[config.mk]
export PLATFORM = sky130hd
export DESIGN_NAME = mul_hilo_unit_flat
export DESIGN_NICKNAME = d
export VERILOG_FILES = /design/src/rtl/mul_hilo_unit_if.sv /design/src/rtl/mul_hilo_unit.sv /design/src/flat_wrapper.sv
export SDC_FILE = /design/constraint.sdc
export NUM_CORES = 1
export LEC_CHECK = 0
export ABC_AREA = 1
export BUFFER_PORTS_ARGS = -buffer_cell sky130_fd_sc_hd__buf_2
export CAP_MARGIN = 25
export CORE_MARGIN = 3
export CORE_UTILIZATION = 45
export DETAILED_ROUTE_END_ITERATION = 10
export GPL_ROUTABILITY_DRIVEN = 0
export PLACE_DENSITY_LB_ADDON = 0.25
export SLEW_MARGIN = 20
export SYNTH_ARGS = -nofsm -noshare
export SYNTH_HDL_FRONTEND = slang
export SYNTH_SLANG_ARGS = --single-unit
[constraint.sdc]
create_clock -name clk -period 7.9 [get_ports clk]
set_clock_uncertainty 0.15 [all_clocks]
set_input_delay 1.185 -clock clk [delete_from_list [all_inputs] [get_ports clk]]
set_output_delay 1.185 -clock clk [all_outputs]
set_load 0.03 [all_outputs]
[src/rtl/mul_hilo_unit_if.sv]
// CPU-side request/result bundle for the HI/LO multiply controller.
// The CPU drives requests as master; the controller answers as slave.
interface mul_hilo_unit_if;
  logic        start;
  logic        op_signed;
  logic [31:0] a_in;
  logic [31:0] b_in;
  logic        cancel;
  logic        mthi;
  logic        mtlo;
  logic [31:0] hi_wdata;
  logic [31:0] lo_wdata;
  logic        busy;
  logic        done;
  logic [31:0] hi;
  logic [31:0] lo;

  modport master (
    output start, op_signed, a_in, b_in, cancel, mthi, mtlo, hi_wdata, lo_wdata,
    input  busy, done, hi, lo
  );

  modport slave (
    input  start, op_signed, a_in, b_in, cancel, mthi, mtlo, hi_wdata, lo_wdata,
    output busy, done, hi, lo
  );
endinterface

[src/rtl/mul_hilo_unit.sv]
// Issue/writeback controller for the pipelined 32x32 signed multiplier.
// Holds the operands stable for the full multiplier latency, then writes the
// (optionally unsigned-corrected) product into HI/LO and pulses done.
//
// state | meaning
// IDLE  | no multiply in flight; accepts start, mthi, mtlo
// WAIT  | operands held on mul_a/mul_b, counting the multiplier latency
module mul_hilo_unit #(
  parameter int MUL_LAT = 7,
  parameter int CNT_W   = 4   // 2**CNT_W must exceed MUL_LAT
) (
  input  logic               clk,
  input  logic               reset,
  mul_hilo_unit_if.slave     cpu,
  output logic [31:0]        mul_a,
  output logic [31:0]        mul_b,
  input  logic [63:0]        mul_z
);

  typedef enum logic {IDLE = 1'b0, WAIT = 1'b1} state_t;

  localparam logic [CNT_W-1:0] CNT_LAST = CNT_W'(MUL_LAT);

  state_t           state;
  logic [CNT_W-1:0] cnt;
  logic             op_signed_q;
  logic [63:0]      product;

  // Signed product from MUL, plus the two-term fixup that turns it into the
  // unsigned product when the captured op was MULTU (all mod 2^64).
  always_comb begin
    product = mul_z;
    if (!op_signed_q) begin
      if (mul_a[31]) product = product + {mul_b, 32'b0};
      if (mul_b[31]) product = product + {mul_a, 32'b0};
    end
  end

  // Controller FSM with registered outputs: operand issue, latency count,
  // HI/LO writeback, cancel and direct HI/LO moves.
  always_ff @(posedge clk or negedge reset) begin
    if (!reset) begin
      state       <= IDLE;
      cnt         <= '0;
      op_signed_q <= 1'b0;
      mul_a       <= '0;
      mul_b       <= '0;
      cpu.busy    <= 1'b0;
      cpu.done    <= 1'b0;
      cpu.hi      <= '0;
      cpu.lo      <= '0;
    end else begin
      cpu.done <= 1'b0;
      case (state)
        IDLE: begin
          // Moves land on this edge even if a start is accepted alongside;
          // the product will overwrite them at writeback.
          if (cpu.mthi) cpu.hi <= cpu.hi_wdata;
          if (cpu.mtlo) cpu.lo <= cpu.lo_wdata;
          // A simultaneous cancel drops the start.
          if (cpu.start && !cpu.cancel) begin
            mul_a       <= cpu.a_in;
            mul_b       <= cpu.b_in;
            op_signed_q <= cpu.op_signed;
            cnt         <= '0;
            cpu.busy    <= 1'b1;
            state       <= WAIT;
          end
        end
        WAIT: begin
          if (cpu.cancel) begin
            // Leftover MUL pipeline data is harmless: every new op waits the
            // full latency before capture.
            cnt      <= '0;
            cpu.busy <= 1'b0;
            state    <= IDLE;
          end else if (cnt == CNT_LAST) begin
            cpu.hi   <= product[63:32];
            cpu.lo   <= product[31:0];
            cpu.done <= 1'b1;
            cpu.busy <= 1'b0;
            state    <= IDLE;
          end else begin
            cnt <= cnt + 1'b1;
          end
        end
        default: begin
          cnt      <= '0;
          cpu.busy <= 1'b0;
          state    <= IDLE;
        end
      endcase
    end
  end

endmodule

[src/flat_wrapper.sv]
// flat-port wrapper written by rule: the top's interface ports become plain ports
module mul_hilo_unit_flat 
#(
  parameter int MUL_LAT = 7,
  parameter int CNT_W   = 4                                  
)
  (clk, reset, mul_a, mul_b, mul_z, cpu_start, cpu_op_signed, cpu_a_in, cpu_b_in, cpu_cancel, cpu_mthi, cpu_mtlo, cpu_hi_wdata, cpu_lo_wdata, cpu_busy, cpu_done, cpu_hi, cpu_lo);
  mul_hilo_unit_if cpu_i ();
  input  logic clk;
  input  logic reset;
  output logic [31:0] mul_a;
  output logic [31:0] mul_b;
  input  logic [63:0] mul_z;
  input wire logic [$bits(cpu_i.start)-1:0] cpu_start;
  input wire logic [$bits(cpu_i.op_signed)-1:0] cpu_op_signed;
  input wire logic [$bits(cpu_i.a_in)-1:0] cpu_a_in;
  input wire logic [$bits(cpu_i.b_in)-1:0] cpu_b_in;
  input wire logic [$bits(cpu_i.cancel)-1:0] cpu_cancel;
  input wire logic [$bits(cpu_i.mthi)-1:0] cpu_mthi;
  input wire logic [$bits(cpu_i.mtlo)-1:0] cpu_mtlo;
  input wire logic [$bits(cpu_i.hi_wdata)-1:0] cpu_hi_wdata;
  input wire logic [$bits(cpu_i.lo_wdata)-1:0] cpu_lo_wdata;
  output wire logic [$bits(cpu_i.busy)-1:0] cpu_busy;
  output wire logic [$bits(cpu_i.done)-1:0] cpu_done;
  output wire logic [$bits(cpu_i.hi)-1:0] cpu_hi;
  output wire logic [$bits(cpu_i.lo)-1:0] cpu_lo;
  assign cpu_i.start = cpu_start;
  assign cpu_i.op_signed = cpu_op_signed;
  assign cpu_i.a_in = cpu_a_in;
  assign cpu_i.b_in = cpu_b_in;
  assign cpu_i.cancel = cpu_cancel;
  assign cpu_i.mthi = cpu_mthi;
  assign cpu_i.mtlo = cpu_mtlo;
  assign cpu_i.hi_wdata = cpu_hi_wdata;
  assign cpu_i.lo_wdata = cpu_lo_wdata;
  assign cpu_busy = cpu_i.busy;
  assign cpu_done = cpu_i.done;
  assign cpu_hi = cpu_i.hi;
  assign cpu_lo = cpu_i.lo;
  mul_hilo_unit #(.MUL_LAT(MUL_LAT), .CNT_W(CNT_W)) u_core (.clk(clk), .reset(reset), .cpu(cpu_i), .mul_a(mul_a), .mul_b(mul_b), .mul_z(mul_z));
endmodule
# Word-level counts from Yosys, hierarchy flattened
# Index checks and enable logic that the tools add are counted.
[totals] regBits=136 latchBits=0 ram_bits=0 romBits=0 inputBits=199 out_inout_bits=130 wordCells=55 mem_count=0
[classes] add_sub_neg=3 mul=0 div=0 magnitude_cmp=0 eq_ne=8 n_shift=0 mux=27 bitwise=1 n_reduce_logical=7
[op_table] operator="64-bit 2-to-1 mux" count=4
[op_table] operator="32-bit 2-to-1 mux" count=6
[op_table] operator="64-bit adder" count=2
[op_table] operator="32-bit one-hot mux with 2 select lines" count=2
[op_table] operator="4-bit 2-to-1 mux" count=3
[op_table] operator="1-bit 2-to-1 mux" count=9
[op_table] operator="2-bit inequality test (second input constant)" count=4
[op_table] operator="4-bit one-hot mux with 2 select lines" count=1
[op_table] operator="3-bit inequality test (second input constant)" count=2
[op_table] operator="2-bit AND reduction" count=3
[op_table] operator="3-bit AND reduction" count=2
[op_table] operator="4-bit by 1-bit adder with 4-bit output (second input constant)" count=1
[op_table] operator="4-bit by 3-bit == test with 1-bit output (second input constant)" count=1
[op_table] operator="1-bit one-hot mux with 2 select lines" count=2
[op_table] operator="2-bit by 1-bit inequality test with 1-bit output (second input constant)" count=1
[op_table] operator="1-bit logical AND" count=1
[op_table] operator="1-bit zero test" count=1
[op_table] operator="1-bit NOT" count=1

# Logic depth before layout (Yosys ltp)
# Gate-level depths: netlist (run 1).
[depth] ltp_word=9 mapped_depth=31 mapped_depth_nobuf=31

# Least setup slack after synthesis (run 1)
# Ideal clock, no wire load.
[synth_path] path_type="input -> register" from="in mul_z[32]" to="reg u_core.cpu.hi[21]" setup_time_ns=0.117 t_arrival_ns=3.898 t_required_ns=7.633 path_slack_ns=3.735 cell_stages=26 path_cell_list="ha_1 -> fa_1 -> nand2_1 -> nand2_1 -> nand3b_1 -> nand2_2 -> a21oi_4 -> o21bai_1 -> xor2_1 -> nand2_1 -> nand2_1 -> ha_1 -> nand2_1 -> nor2_1 -> inv_1 -> nor3_1 -> a21boi_1 -> nor2_1 -> nand2_1 -> nand3_1 -> nand2_1 -> inv_1 -> nand2_1 -> nand2_1 -> nand2_1 -> nand2_1"
[synth_via] elab_chain_len=9
[synth_rtl] element="start, declared" line_no="flat_wrapper.sv:13" text="input logic [63:0] mul_z;"
[synth_rtl] element="64-bit adder" line_no="mul_hilo_unit.sv:34" text="if (mul_a[31]) product = product + {mul_b, 32'b0};"
[synth_rtl] element="64-bit 2-to-1 mux *" line_no="mul_hilo_unit.sv:34"
[synth_rtl] element="64-bit 2-to-1 mux *" line_no="mul_hilo_unit.sv:33" text="if (!op_signed_q) begin"
[synth_rtl] element="64-bit adder" line_no="mul_hilo_unit.sv:35" text="if (mul_b[31]) product = product + {mul_a, 32'b0};"
[synth_rtl] element="64-bit 2-to-1 mux *" line_no="mul_hilo_unit.sv:35"
[synth_rtl] element="64-bit 2-to-1 mux *" line_no="mul_hilo_unit.sv:33"
[synth_rtl] element="32-bit 2-to-1 mux *" line_no="mul_hilo_unit.sv:77" text="end else if (cnt == CNT_LAST) begin"
[synth_rtl] element="32-bit 2-to-1 mux *" line_no="mul_hilo_unit.sv:71" text="if (cpu.cancel) begin"
[synth_rtl] element="32-bit one-hot mux with 2 select lines *" line_no="mul_hilo_unit.sv:54" text="case (state)"
[synth_rtl] element="end signal, assigned" line_no="mul_hilo_unit.sv:58" text="if (cpu.mthi) cpu.hi <= cpu.hi_wdata;"
[synth_rtl] element="end signal, assigned" line_no="mul_hilo_unit.sv:78" text="cpu.hi <= product[63:32];"
[synth_rtl] element="end, declared" line_no="mul_hilo_unit_if.sv:25" text="output busy, done, hi, lo"
# Mark *: on every way between the ends. The rest lies on a longest branch, timed or not. The select of a mux whose other input is x is not followed.
# A chain may end at the register's enable or synchronous reset.

# Final worst setup path (run 1)
[layout_path] from="in mul_z[51]" to="reg u_core.cpu.hi[21]"
# The elaborated chain is that of the path after synthesis.

==> summary.md, run 1 <==
| Metric | Value |
|---|---|
| Sw Ratio | `49.1%` |
| Global-route wire length before repair | `59,300 um` |
| Required @ worst endpoint | `8070 ps` |
| Unrepaired setup endpoints after global routing | `false` |
| Grt total ovfl | `0` |
| Core footprint | `0.0235 mm^2` |
| Worst Path Arrival | `between 4000 and 5000 ps` |
| Worst-Skew Late Latency | `440 ps` |
| Hold buffers post-CTS | `0` |
| Worst path bufs/invs | `3` |
| #FFs+latches synth | `136` |
| Hold crit path type | `flip-flop to flip-flop` |
| Max clock buf depth | `2` |
| Post-CTS Setup Bufs | `0` |
| Internal Pwr Total | `1.95 mW` |
| Sequential standard cell area | `0.00340 mm^2` |
| Port Buffer Count | `328` |
| Crit Path Category | `primary input to flip-flop` |
| Vias per cell | `5.35` |
| Root Driver | `clkbuf_16` |
| Setup TNS | `0 ps` |
| Pre-CTS setup slack | `3020 ps` |
| EDFF count, synth | `0` |
| Die H | `161 um` |
| Initial Utilization | `46.0%` |
| Rows | `56` |
| CTS clk-pin slew, worst paths | `70 ps` |
| Max Freq | `around 0.22 GHz` |
| CP max FO | `5` |
| Slowest stage delay, CP | `380 ps` |
| Resized cells post-CTS | `0` |
| Final WL | `38,200 um` |
| Largest delay share family, worst path | `simple AND/OR/NAND/NOR gates` |
| Sink Count | `136` |
| Hold Startpoint | `u_core.cpu.hi[8]$_DFFE_PN0P_` |
| Ys async rst share | `100%` |
| Synth-to-layout area growth | `23.4%` |
| Post-layout min period | `4600 ps` |
| Netlist cell types | `48` |
| Syn avg cell area | `6.56 um^2` |
| Clock power share | `a little over a fifth` |
| Num CTS Buffers | `17` |
| # nets final | `2,218` |
| Worst Setup Slack, final | `3300 ps` |
| Routed WL per cell | `16.7 um` |
| Synthesized net count | `1,920` |
| Net switching power | `1.88 mW` |
| Violation count after the first detailed-routing iteration | `between 1,000 and 1,500` |
| Gate power share | `53.3%` |
| Synth Warn # | `0` |
| R2R setup slack | `3760 ps` |
| Synth Flop Type | `dfrtp_1` |
| Final Hold Viols | `0` |
| Htree depth | `4` |
| Crit path from | `mul_z[51]` |
| CTS tree | `built` |
| Max-slew violations | `0` |
| Slowest-stage cell, CP | `ha_1` |
| Routed Antenna Nets | `0` |
| Period utilization | `58.2%` |
| Status | `completed` |
| Initial antenna violation count | `2` |
| Pwr/cell area | `~290 mW/mm^2` |
| Half-perimeter wire length after placement | `approximately 30,000 um` |
| Post-Synthesis Cell Area | `0.0108 mm^2` |
| Max transition margin | `44.6%` |
| # IOs | `roughly 330` |
| Die area | `0.0260 mm^2` |
| Vias in the first global route | `11,200` |
| # DRC | `0` |
| Largest net degree at the start of global routing | `84` |
| Max-capacitance violation count | `0` |
| Final setup fails | `0` |
| Crit-path cells | `buf_2 -> ha_1 -> a21oi_1 -> o21ai_0 -> a21oi_1 -> nand3_1 -> nor2_1 -> o21ai_1 -> and2_1 -> ha_1 -> nand2_1 -> nor2_1 -> inv_1 -> nor3_1 -> a21boi_1 -> nor2_1 -> nand2_1 -> nand3_1 -> nand2_1 -> inv_1 -> nand2_1 -> nand2_1 -> nand2_1 -> nand2_1` |
| Via count | `about 12,000` |
| Layout cells sized above 1 | `22.0%` |
| Multi-input gate area | `0.00673 mm^2` |
| Leakage power | `between 7 and 8 nW` |
| Seq/Total Area, Yosys | `31.4%` |
| Least-Margin Pin Slew | `831 ps` |
| Max IR drop VDD | `0.000141 V` |
| CP Capture Type | `flip-flop` |
| Filler instances | `roughly 2,400` |
| Sequential power share | `25.0%` |
| Most frequent CP cell | `nand2_1` |
| Synthesized instance count | `1,651` |
| Overall routing resource usage | `~29%` |
| Die width | `161 um` |
| Startpoint Class | `primary input` |
| RR Startpoint | `u_core.mul_b[19]$_DFFE_PN0P_` |
| Drt first pass iters | `6` |
==> flip-flops by register name, summed over array words and instances, names as in the netlist <==
signal / flops
u_core.state: 1
u_core.cpu.lo: 32
u_core.op_signed_q: 1
u_core.cpu.done: 1
u_core.cpu.hi: 32
u_core.mul_a: 32
u_core.mul_b: 32
u_core.cnt: 4
u_core.cpu.busy: 1
==> metrics by stage <==
stage          cells  cell area, um^2  hold WS, ps  util (%)  power, mW
3_5_place_dp    2247            12700          311      54.1       2.96
2_1_floorplan   1651            10800          325         -       2.39
6_report        2282            13400          324      56.8       3.83
3_3_place_gp    2246            12700          310      54.0       2.94
4_1_cts         2279            13300          328      56.6       3.81
5_1_grt         2282            13400          349      56.8       4.10
==> final cells by class <==
cell class | count | share of cell area, %
timing repair buffer | 340 | 13.2
sequential | 136 | 25.5
multi-input combinational | 1332 | 50.4
clock inverter | 15 | 1.33
clock buffer | 17 | 3.18
inverter | 122 | 3.45
tap | 319 | 2.99
antenna | 1 | 0.0187
==> worst reg2reg max path, delay by kind of cell (launching register included) <==
kind	cells	cell delay, ps
and+or+nand+nor	14	1490
buffers and inverters	2	110
adders and majority gates	2	760
DFF	1	400
AOI/OAI and AO/OA	5	1120
==> cells by family (layout without fill, tap and decap cells) <==
kind of cell    count (synthesis)  count (layout)  share of synthesized area (%)
fa+ha+maj                      70              70                           8.22
simple gates                  956             956                           36.5
flops                         136             136                           31.4
other cells                     0               1                              0
buf+inv                       183             494                           6.60
xor+xnor                       27              27                           2.18
compound gates                279             279                           15.1
==> synthesized netlist by cell type, drive strengths merged (2+ instances only) <==
cell type / number / share of area (%)
a21o: 9 / 0.62
o211ai: 12 / 0.83
nor4: 3 / 0.23
nand2: 639 / 22
xnor2: 11 / 0.89
xor2: 16 / 1.3
o21a: 5 / 0.35
nand3: 103 / 5.0
nand4: 14 / 0.81
o21ai: 71 / 3.5
fa: 2 / 0.37
o21bai: 15 / 1.0
clkbuf: 39 / 1.4
clkinv: 2 / 0.069
inv: 120 / 4.2
or2: 6 / 0.35
ha: 68 / 7.9
a21oi: 120 / 5.9
a31oi: 37 / 2.2
a21boi: 5 / 0.35
nor2: 169 / 6.2
nor3: 9 / 0.55
and2: 4 / 0.25
buf: 22 / 1.0
dfrtp: 136 / 31
nand3b: 7 / 0.49
==> cell usage in the layout (no fill, tap or decap), drive strengths merged, types with 2 or more instances in the layout <==
cell      instances
dfrtp           136
nor2            169
inv             129
xnor2            11
buf             340
clkinvlp          2
a31oi            37
and2              4
a21oi           120
or2               6
xor2             16
nand3           103
o21a              5
fa                2
nand3b            7
o21bai           15
nand4            14
nor4              3
clkinv            5
a21boi            5
o211ai           12
clkbuf           17
nand2           639
ha               68
a21o              9
nor3              9
o21ai            71
==> path summary, 6_finish.rpt <==
kind                                                 end  cells past startpoint
max                        u_core.cpu.hi[21]$_DFFE_PN0P_                     24
max in group asynchronous         u_core.state$_DFF_PN0_                      2
min reg2reg                 u_core.cpu.hi[8]$_DFFE_PN0P_                      2
max reg2reg                u_core.cpu.hi[21]$_DFFE_PN0P_                     23
min in group asynchronous   u_core.mul_b[26]$_DFFE_PN0P_                      1
min                         u_core.cpu.hi[8]$_DFFE_PN0P_                      2
==> power by group through the flow <==
stage | logic, mW | clock network (mW) | registers [mW]
after floorplan | 1.17 | 0 | 1.21
after global placement | 1.97 | 0 | 0.972
after detailed placement | 2.00 | 0 | 0.965
after CTS | 2.01 | 0.845 | 0.953
after global routing | 2.25 | 0.872 | 0.973
final | 2.04 | 0.830 | 0.956
==> layer usage <==
metal  GRT usage (%)  wire length (um)
met2            46.5             17400
met1            38.5             16200
met3            5.08              3170
met4            10.7              1420
met5               0                 8
Power figures use the tool's default switching activity.
==> run 2, diff against run 1 <==
Settings changed: ABC_AREA 1 to 0.
Clock period 7.9 ns to 4.81 ns, I/O delays scaled along.
==> run 2 against run 1 <==
  * The run now ends with setup timing left
  * Critical path type is now flip-flop to flip-flop
  * Power increased by 74%
  * Critical endpoint is now u_core.cpu.hi[27]$_DFFE_PN0P_
  * Non-clock buffer count is 145 higher
  * Wire length is 8.4% lower
==> summary.md, run 2 <==
| Metric | Value |
|---|---|
| Via count | `10,300 (-15%)` |
| Failing checks | `setup timing` |
| Startpoint Class | `flip-flop` |
| Layout cells sized above 1 | `44.2% (+22 points)` |
| Die H | `155 um (-4.0%)` |
| Synth Warn # | `0 (unchanged)` |
| Max-capacitance violation count | `0 (unchanged)` |
| Die width | `155 um (-4.0%)` |
| Sw Ratio | `43.5% (-5.6 points)` |
| Commonest non-fill, non-tap cell in the layout | `buf_2` |
| #FFs+latches synth | `136 (unchanged)` |
| CP Capture Type | `flip-flop` |
| Internal Pwr Total | `3.76 mW (+93%)` |
| Cell depth of the worst flop-to-flop path | `22 (-4.3%)` |
| Synthesized net count | `1,350 (-30%)` |
| Net switching power | `2.90 mW (+54%)` |
| Sequential power share | `23.3% (-1.7 points)` |
| Most common cell in the netlist | `dfrtp_1` |
| # nets final | `1,797 (-19%)` |
| Final setup fails | `5 (+5)` |
| Worst-Skew Late Latency | `430 ps (about the same)` |
| Unrepaired setup endpoints after global routing | `true` |
| Crit Path Category | `flip-flop to flip-flop` |
| Num CTS Buffers | `17 (unchanged)` |
| Final WL | `35,000 um (-8.4%)` |
| Rows | `53 (-5.4%)` |
| Required @ worst endpoint | `4950 ps (-3120 ps)` |
| Post-Synthesis Cell Area | `0.00995 mm^2 (-8.2%)` |
| Synth-to-layout area growth | `39.2%` |
| Initial antenna violation count | `2 (unchanged)` |
| Max transition margin | `46.0% (+1.4 points)` |
| Netlist cell types | `75 (+56%)` |
| Synth area leader | `dfrtp_1` |
| Core footprint | `0.0214 mm^2 (-9.3%)` |
| Htree depth | `4 (unchanged)` |
| Vias per cell | `5.68 (+6.2%)` |
| Fin area | `0.0138 mm^2 (+3.6%)` |
| Seq/Total Area, Yosys | `34.2% (+2.8 points)` |
| Largest net degree at the start of global routing | `65 (-23%)` |
| Hold crit path type | `primary input to asynchronous set/reset pin` |
| Worst Setup Slack, final | `-88.3 ps (-3390 ps)` |
| CTS tree | `built` |
| EDFF count, synth | `0 (unchanged)` |
| List of most frequent post-synthesis cells | `dfrtp_1 (136), a21oi_1 (117), nand2_1 (93), mux2_2 (82), nor2_1 (82)` |
| Violation count after the first detailed-routing iteration | `756 (-31%)` |
| Initial Utilization | `46.6% (+0.58 points)` |
| CP max FO | `3 (-2)` |
| Post-layout min period | `4900 ps` |
| Gate power share | `57.5% (+4.2 points)` |
| Synth Flop Type | `dfrtp_1` |
| Max Freq | `~0.20 GHz` |
| Worst Path Arrival | `5040 ps (+270 ps)` |
| Half-perimeter wire length after placement | `26,500 um (-9.8%)` |
| Drt first pass iters | `6 (unchanged)` |
| Pwr/cell area | `480 mW/mm^2 (+68%)` |
| Final Hold Viols | `0 (unchanged)` |
| CTS clk-pin slew, worst paths | `60 ps (about the same)` |
| R2R setup slack | `-90 ps (-3850 ps)` |
| Sink Count | `136 (unchanged)` |
| Grt total ovfl | `0 (unchanged)` |
| Most frequent cells in the layout | `buf_2 (327), buf_4 (157), dfrtp_1 (135), a21oi_1 (103), nand2_1 (90)` |
| Root Driver | `clkbuf_16` |
| Smallest hold slack | `145 ps (-179 ps)` |
| Period utilization | `102%` |
| Hold buffers post-CTS | `0 (unchanged)` |
| Overall routing resource usage | `27.5% (-1.2 points)` |
| Leakage power | `6.67 nW (-8.2%)` |
| Least-Margin Pin Slew | `805 ps (-26.7 ps)` |
| Port Buffer Count | `328 (unchanged)` |
| DP Area | `0.0128 mm^2 (+0.81%)` |
| Max clock buf depth | `2 (unchanged)` |
| Clock power share | `19.3% (-2.4 points)` |
| # DRC | `0 (unchanged)` |
| FF-to-FF End | `u_core.cpu.hi[27]$_DFFE_PN0P_` |
| Global-route wire length before repair | `52,100 um (-12%)` |
| # IOs | `329 (unchanged)` |
| Routed Antenna Nets | `0 (unchanged)` |
| Max IR drop VDD | `0.000232 V (+64%)` |
| RR Startpoint | `u_core.mul_b[0]$_DFFE_PN0P_` |
| Die area | `0.0239 mm^2 (-7.9%)` |
| Synth top area share | `34.2% (+2.8 points)` |
| Vias in the first global route | `9,718 (-13%)` |
| Routed WL per cell | `19.3 um (+15%)` |
| Synthesized instance count | `1,081 (-35%)` |
| Pre-CTS setup slack | `-538 ps (-3550 ps)` |
| Syn avg cell area | `9.20 um^2 (+40%)` |
| Top cells by area, synth | `dfrtp_1 (34%), mux2_2 (9.3%), ha_1 (8.6%)` |
| Max-slew violations | `0 (unchanged)` |
| Status | `finished with violations` |
| Ys async rst share | `100% (unchanged)` |
## run 2: cell count changes after synthesis, sizes merged, moves of 26 or more
cell,delta
a31oi,-26
inv,-96
mux2,+82
mux2i,+44
nand2,-546
nand3,-78
nor2,-87
## run 2: power by group through the flow
stage / combinational (mW) / sequential (mW) / clock, mW
2_1_floorplan: 1.87 / 1.91 / 0
3_3_place_gp: 3.45 / 1.55 / 0
3_5_place_dp: 3.50 / 1.56 / 0
4_1_cts: 3.56 / 1.54 / 1.32
5_1_grt: 4.10 / 1.57 / 1.36
6_report: 3.82 / 1.55 / 1.28
## run 2: layer usage
layer,up-vias,part of all wire [%],GRT usage (%),wire length (um)
li1,4899,-,-,-
met3,52,8.2,4.64,2890
met1,4880,43,38.6,15000
met5,-,0,0,0
met2,497,46,43.0,16200
met4,0,2.5,9.50,870
## run 2: critical path: stages (launching register included)
cell,delay [ps]
dfrtp_1,400
ha_4,160
fa_2,230
a21oi_2,80
o211ai_1,330
nand4_1,240
buf_4,210
a211oi_4,290
nor3b_2,110
xnor2_1,140
mux2_4,290
ha_4,280
nand4_1,170
nor3_2,200
and4_1,210
a311o_2,150
o221ai_4,140
a221oi_4,380
buf_4,170
a21oi_2,50
xnor2_1,120
mux2i_1,150
o221ai_1,130
## run 2: repair_timing
action	4_1_cts	5_1_grt
endpoints found under the setup margin	4	14
resized for setup	7	48
pin swaps	9	39
buffers inserted	1	14
cloned	0	0
## run 2: layout make-up
cell class,count,area [um^2]
diodes,2,5.00
clock buffers,18,439
clock inverters,13,121
fillers,1757,7510
inverters,25,93.8
multi-input cells,863,6610
flip-flops and latches,136,3410
well taps,275,344
repair buffers,485,2830
## run 2: stage by stage
stage	setup TNS, ps	std cells	power, mW	utilization (%)
after floorplan	0	1081	3.77	-
after global placement	-2510	1769	5.00	60.1
after detailed placement	-3900	1769	5.06	60.1
after CTS	0	1801	6.41	63.0
after global routing	-1460	1817	7.04	64.8
final	-300	1817	6.65	64.8
## run 2: worst max-delay path by stage
stage                                startpoint                             to  cells past startpoint
floorplan                             mul_z[35]  u_core.cpu.hi[31]$_DFFE_PN0P_                     20
finish              u_core.mul_b[0]$_DFFE_PN0P_  u_core.cpu.hi[27]$_DFFE_PN0P_                     22
global route        u_core.mul_b[0]$_DFFE_PN0P_  u_core.cpu.hi[29]$_DFFE_PN0P_                     22
CTS                 u_core.mul_b[0]$_DFFE_PN0P_  u_core.cpu.hi[31]$_DFFE_PN0P_                     21
global placement                      mul_z[32]  u_core.cpu.hi[31]$_DFFE_PN0P_                     22
detailed placement                    mul_z[32]  u_core.cpu.hi[29]$_DFFE_PN0P_                     22
## run 2: cell families after synthesis
family | count (synthesis) | synth area share (%)
XOR/XNOR | 52 | 4.58
multiplexers | 126 | 13.7
buffers and inverters | 82 | 3.65
AND/OR/NAND/NOR | 267 | 12.2
flip-flops | 136 | 34.2
AO/OA/AOI/OAI | 348 | 22.7
adder cells (fa/ha/maj) | 70 | 8.95
==> run 3, diff against run 2 <==
==> constraint.sdc (replaced) <==
create_clock -name clk -period 4.81 [get_ports clk]
set_clock_uncertainty 0.15 [all_clocks]
set_input_delay 0 -clock clk [delete_from_list [all_inputs] [get_ports clk]]
set_output_delay 0 -clock clk [all_outputs]
set_load 0.03 [all_outputs]
==> run 3 against run 2 <==
  * The run still ends with setup timing left
  * Hold slack worse by 120 ps
  * Clock power grew 3%
  * Via count rose by 9.3%
  * Non-clock buffer count up 143
  * Register-to-register slack improved by 60 ps
  * Sequential share of layout area shrank 2.5 points
  * Critical endpoint is now u_core.cpu.hi[31]$_DFFE_PN0P_
==> summary.md, run 3 (synthesis gave the netlist of run 2 again) <==
| Metric | Value |
|---|---|
| Status | `finished with violations` |
| Failing checks | `setup timing` |
| Startpoint Class | `flip-flop` |
| Core footprint | `0.0214 mm^2 (unchanged)` |
| RR Startpoint | `u_core.mul_b[0]$_DFFE_PN0P_` |
| Synth-to-layout area growth | `55.3%` |
| Routed Antenna Nets | `0 (unchanged)` |
| Die H | `155 um (unchanged)` |
| Violation count after the first detailed-routing iteration | `837 (+11%)` |
| Required @ worst endpoint | `4960 ps (about the same)` |
| Leakage power | `7.26 nW (+8.8%)` |
| Max-slew violations | `0 (unchanged)` |
| Sw Ratio | `43.7% (+0.16 points)` |
| Die width | `155 um (unchanged)` |
| Sink Count | `136 (unchanged)` |
| # DRC | `0 (unchanged)` |
| CP max FO | `4 (+1)` |
| Final WL | `37,900 um (+8.4%)` |
| Rows | `53 (unchanged)` |
| Global-route wire length before repair | `57,900 um (+11%)` |
| Max clock buf depth | `2 (unchanged)` |
| Grt total ovfl | `0 (unchanged)` |
| Final Hold Viols | `0 (unchanged)` |
| Slowest-stage cell, CP | `dfrtp_2` |
| Clock power share | `19.6% (+0.3 points)` |
| Most frequent cells in the layout | `buf_2 (327), dlygate4sd3_1 (202), dfrtp_1 (134), a21oi_1 (100), buf_4 (97)` |
| Multi-input gate area | `0.00661 mm^2 (about the same)` |
| Unrepaired setup endpoints after global routing | `true` |
| M1 GR Usage | `40.1% (+1.5 points)` |
| Gr busiest metal | `met2` |
| Crit Path Category | `flip-flop to flip-flop` |
| Worst-Skew Late Latency | `430 ps (about the same)` |
| Num CTS Buffers | `17 (unchanged)` |
| Slowest stage delay, CP | `420 ps (+20 ps)` |
| Largest net degree at the start of global routing | `87 (+34%)` |
| Pwr/cell area | `436 mW/mm^2 (-9.3%)` |
| Final setup fails | `3 (-2)` |
| Initial Utilization | `46.6% (unchanged)` |
| Filler instances | `1,493 (-15%)` |
| Final core occ | `72.3% (+7.5 points)` |
| Htree depth | `4 (unchanged)` |
| Die area | `0.0239 mm^2 (unchanged)` |
| Port Buffer Count | `328 (unchanged)` |
| Max IR drop VDD | `0.000211 V (-8.7%)` |
| Max Freq | `0.207 GHz (+1.3%)` |
| Crit-path cells | `ha_4 -> fa_2 -> a21oi_2 -> o211ai_1 -> nand4_1 -> a211oi_2 -> buf_4 -> buf_4 -> o31ai_4 -> o21ai_2 -> xor2_1 -> mux2_2 -> ha_2 -> a21o_1 -> a21o_1 -> a21o_1 -> a21oi_2 -> o2bb2ai_4 -> and3_1 -> a2111oi_2 -> nand2_1` |
| Sequential power share | `23.0% (-0.3 points)` |
| Most frequent CP cell | `a21o_1` |
| Initial antenna violation count | `1 (-1)` |
| GR Layer Usage met2 | `48.7% (+5.7 points)` |
| Post-layout min period | `4830 ps (-64.9 ps)` |
| Half-perimeter wire length after placement | `25,400 um (-4.1%)` |
| Vias per cell | `5.76 (+1.3%)` |
| GR Util met3 | `6.83% (+2.2 points)` |
| Internal Pwr Total | `3.79 mW (+0.91%)` |
| Fin area | `0.0154 mm^2 (+12%)` |
| Smallest hold slack | `23.2 ps (-121 ps)` |
| Least-Margin Pin Slew | `974 ps (+170 ps)` |
| Net switching power | `2.94 mW (+1.6%)` |
| CTS tree | `built` |
| Max transition margin | `34.9% (-11 points)` |
| Root Driver | `clkbuf_16` |
| Layout cells sized above 1 | `37.1% (-7.1 points)` |
| Overall routing resource usage | `30.2% (+2.7 points)` |
| CTS clk-pin slew, worst paths | `70 ps (about the same)` |
| # IOs | `329 (unchanged)` |
| DP Area | `0.0123 mm^2 (-3.9%)` |
| Worst Path Arrival | `4990 ps (-50 ps)` |
| Largest delay share family, worst path | `compound AO/OA/AOI/OAI gates` |
| Via count | `11,300 (+9.3%)` |
| # nets final | `1,940 (+8.0%)` |
| Crit path from | `u_core.mul_b[0]$_DFFE_PN0P_` |
| Worst path bufs/invs | `2 (unchanged)` |
| Hold crit path type | `primary input to asynchronous set/reset pin` |
| Worst Setup Slack, final | `-23.4 ps (+64.9 ps)` |
| Max-capacitance violation count | `0 (unchanged)` |
| Period utilization | `100% (-1.3 points)` |
| Gate power share | `57.4% (about the same)` |
| CP Capture Type | `flip-flop` |
| Commonest non-fill, non-tap cell in the layout | `buf_2` |
| Sequential standard cell area | `0.00341 mm^2 (about the same)` |
| Drt first pass iters | `7 (+1)` |
| Routed WL per cell | `19.3 um (+0.46%)` |
| Vias in the first global route | `11,000 (+13%)` |
run 3: final cells by class:
class                   count  share of cell area [%]
repair buffers            628                    28.6
well taps                 275                    2.23
clock inverters            13                   0.867
flip-flops and latches    136                    22.1
multi-input cells         863                    42.8
clock buffers              19                    2.87
inverters                  25                   0.607
diodes                      1                  0.0162
run 3: worst reg2reg max path, cell delays in order, from the launching register on:
cell	delay, ps
dfrtp_2	420
ha_4	170
fa_2	350
a21oi_2	180
o211ai_1	150
nand4_1	190
a211oi_2	120
buf_4	150
buf_4	130
o31ai_4	320
o21ai_2	130
xor2_1	150
mux2_2	330
ha_2	220
a21o_1	200
a21o_1	190
a21o_1	210
a21oi_2	210
o2bb2ai_4	120
and3_1	200
a2111oi_2	330
nand2_1	80
run 3: worst paths after layout:
path / end / slack (ps) / cells past startpoint
worst max-delay path: u_core.cpu.hi[31]$_DFFE_PN0P_ / -20 / 21
worst min-delay path: u_core.cpu.lo[27]$_DFFE_PN0P_ / 20 / 2
worst max register to register: u_core.cpu.hi[31]$_DFFE_PN0P_ / -20 / 21
worst min register to register: u_core.cpu.hi[0]$_DFFE_PN0P_ / 340 / 2
max in group asynchronous: u_core.cpu.hi[27]$_DFFE_PN0P_ / 3320 / 3
min in group clk: u_core.cpu.hi[23]$_DFFE_PN0P_ / 40 / 4
run 3: what timing repair did:
item	in CTS	in global routing
gates resized for setup	17	53
hold buffers	202	0
setup endpoints to repair	11	17
setup buffers	3	11
pin swaps	18	47
hold endpoints to repair	220	0
run 3: power by group through the flow:
stage,registers [mW],logic (mW),clock network [mW]
3_5_place_dp,1.55,3.29,0
2_1_floorplan,1.90,1.84,0
3_3_place_gp,1.54,3.25,0
6_report,1.55,3.86,1.32
4_1_cts,1.53,3.52,1.34
5_1_grt,1.57,4.15,1.38
run 3: per-layer routing:
| metal | wire, um | share of wire, % |
|---|---|---|
| met4 | 1380 | 3.6 |
| met2 | 17500 | 46 |
| met3 | 3350 | 8.8 |
| met5 | 0 | 0 |
| met1 | 15700 | 41 |
run 3: per-stage QoR:
stage	setup slack (ps)	TNS, ps	instances	power [mW]
global placement	-167	-507	1711	4.80
finish	-23.4	-44.7	1960	6.73
detailed placement	-381	-1760	1711	4.84
global route	-178	-844	1960	7.10
floorplan	21.1	0	1081	3.74
CTS	-13.5	-13.5	1948	6.40
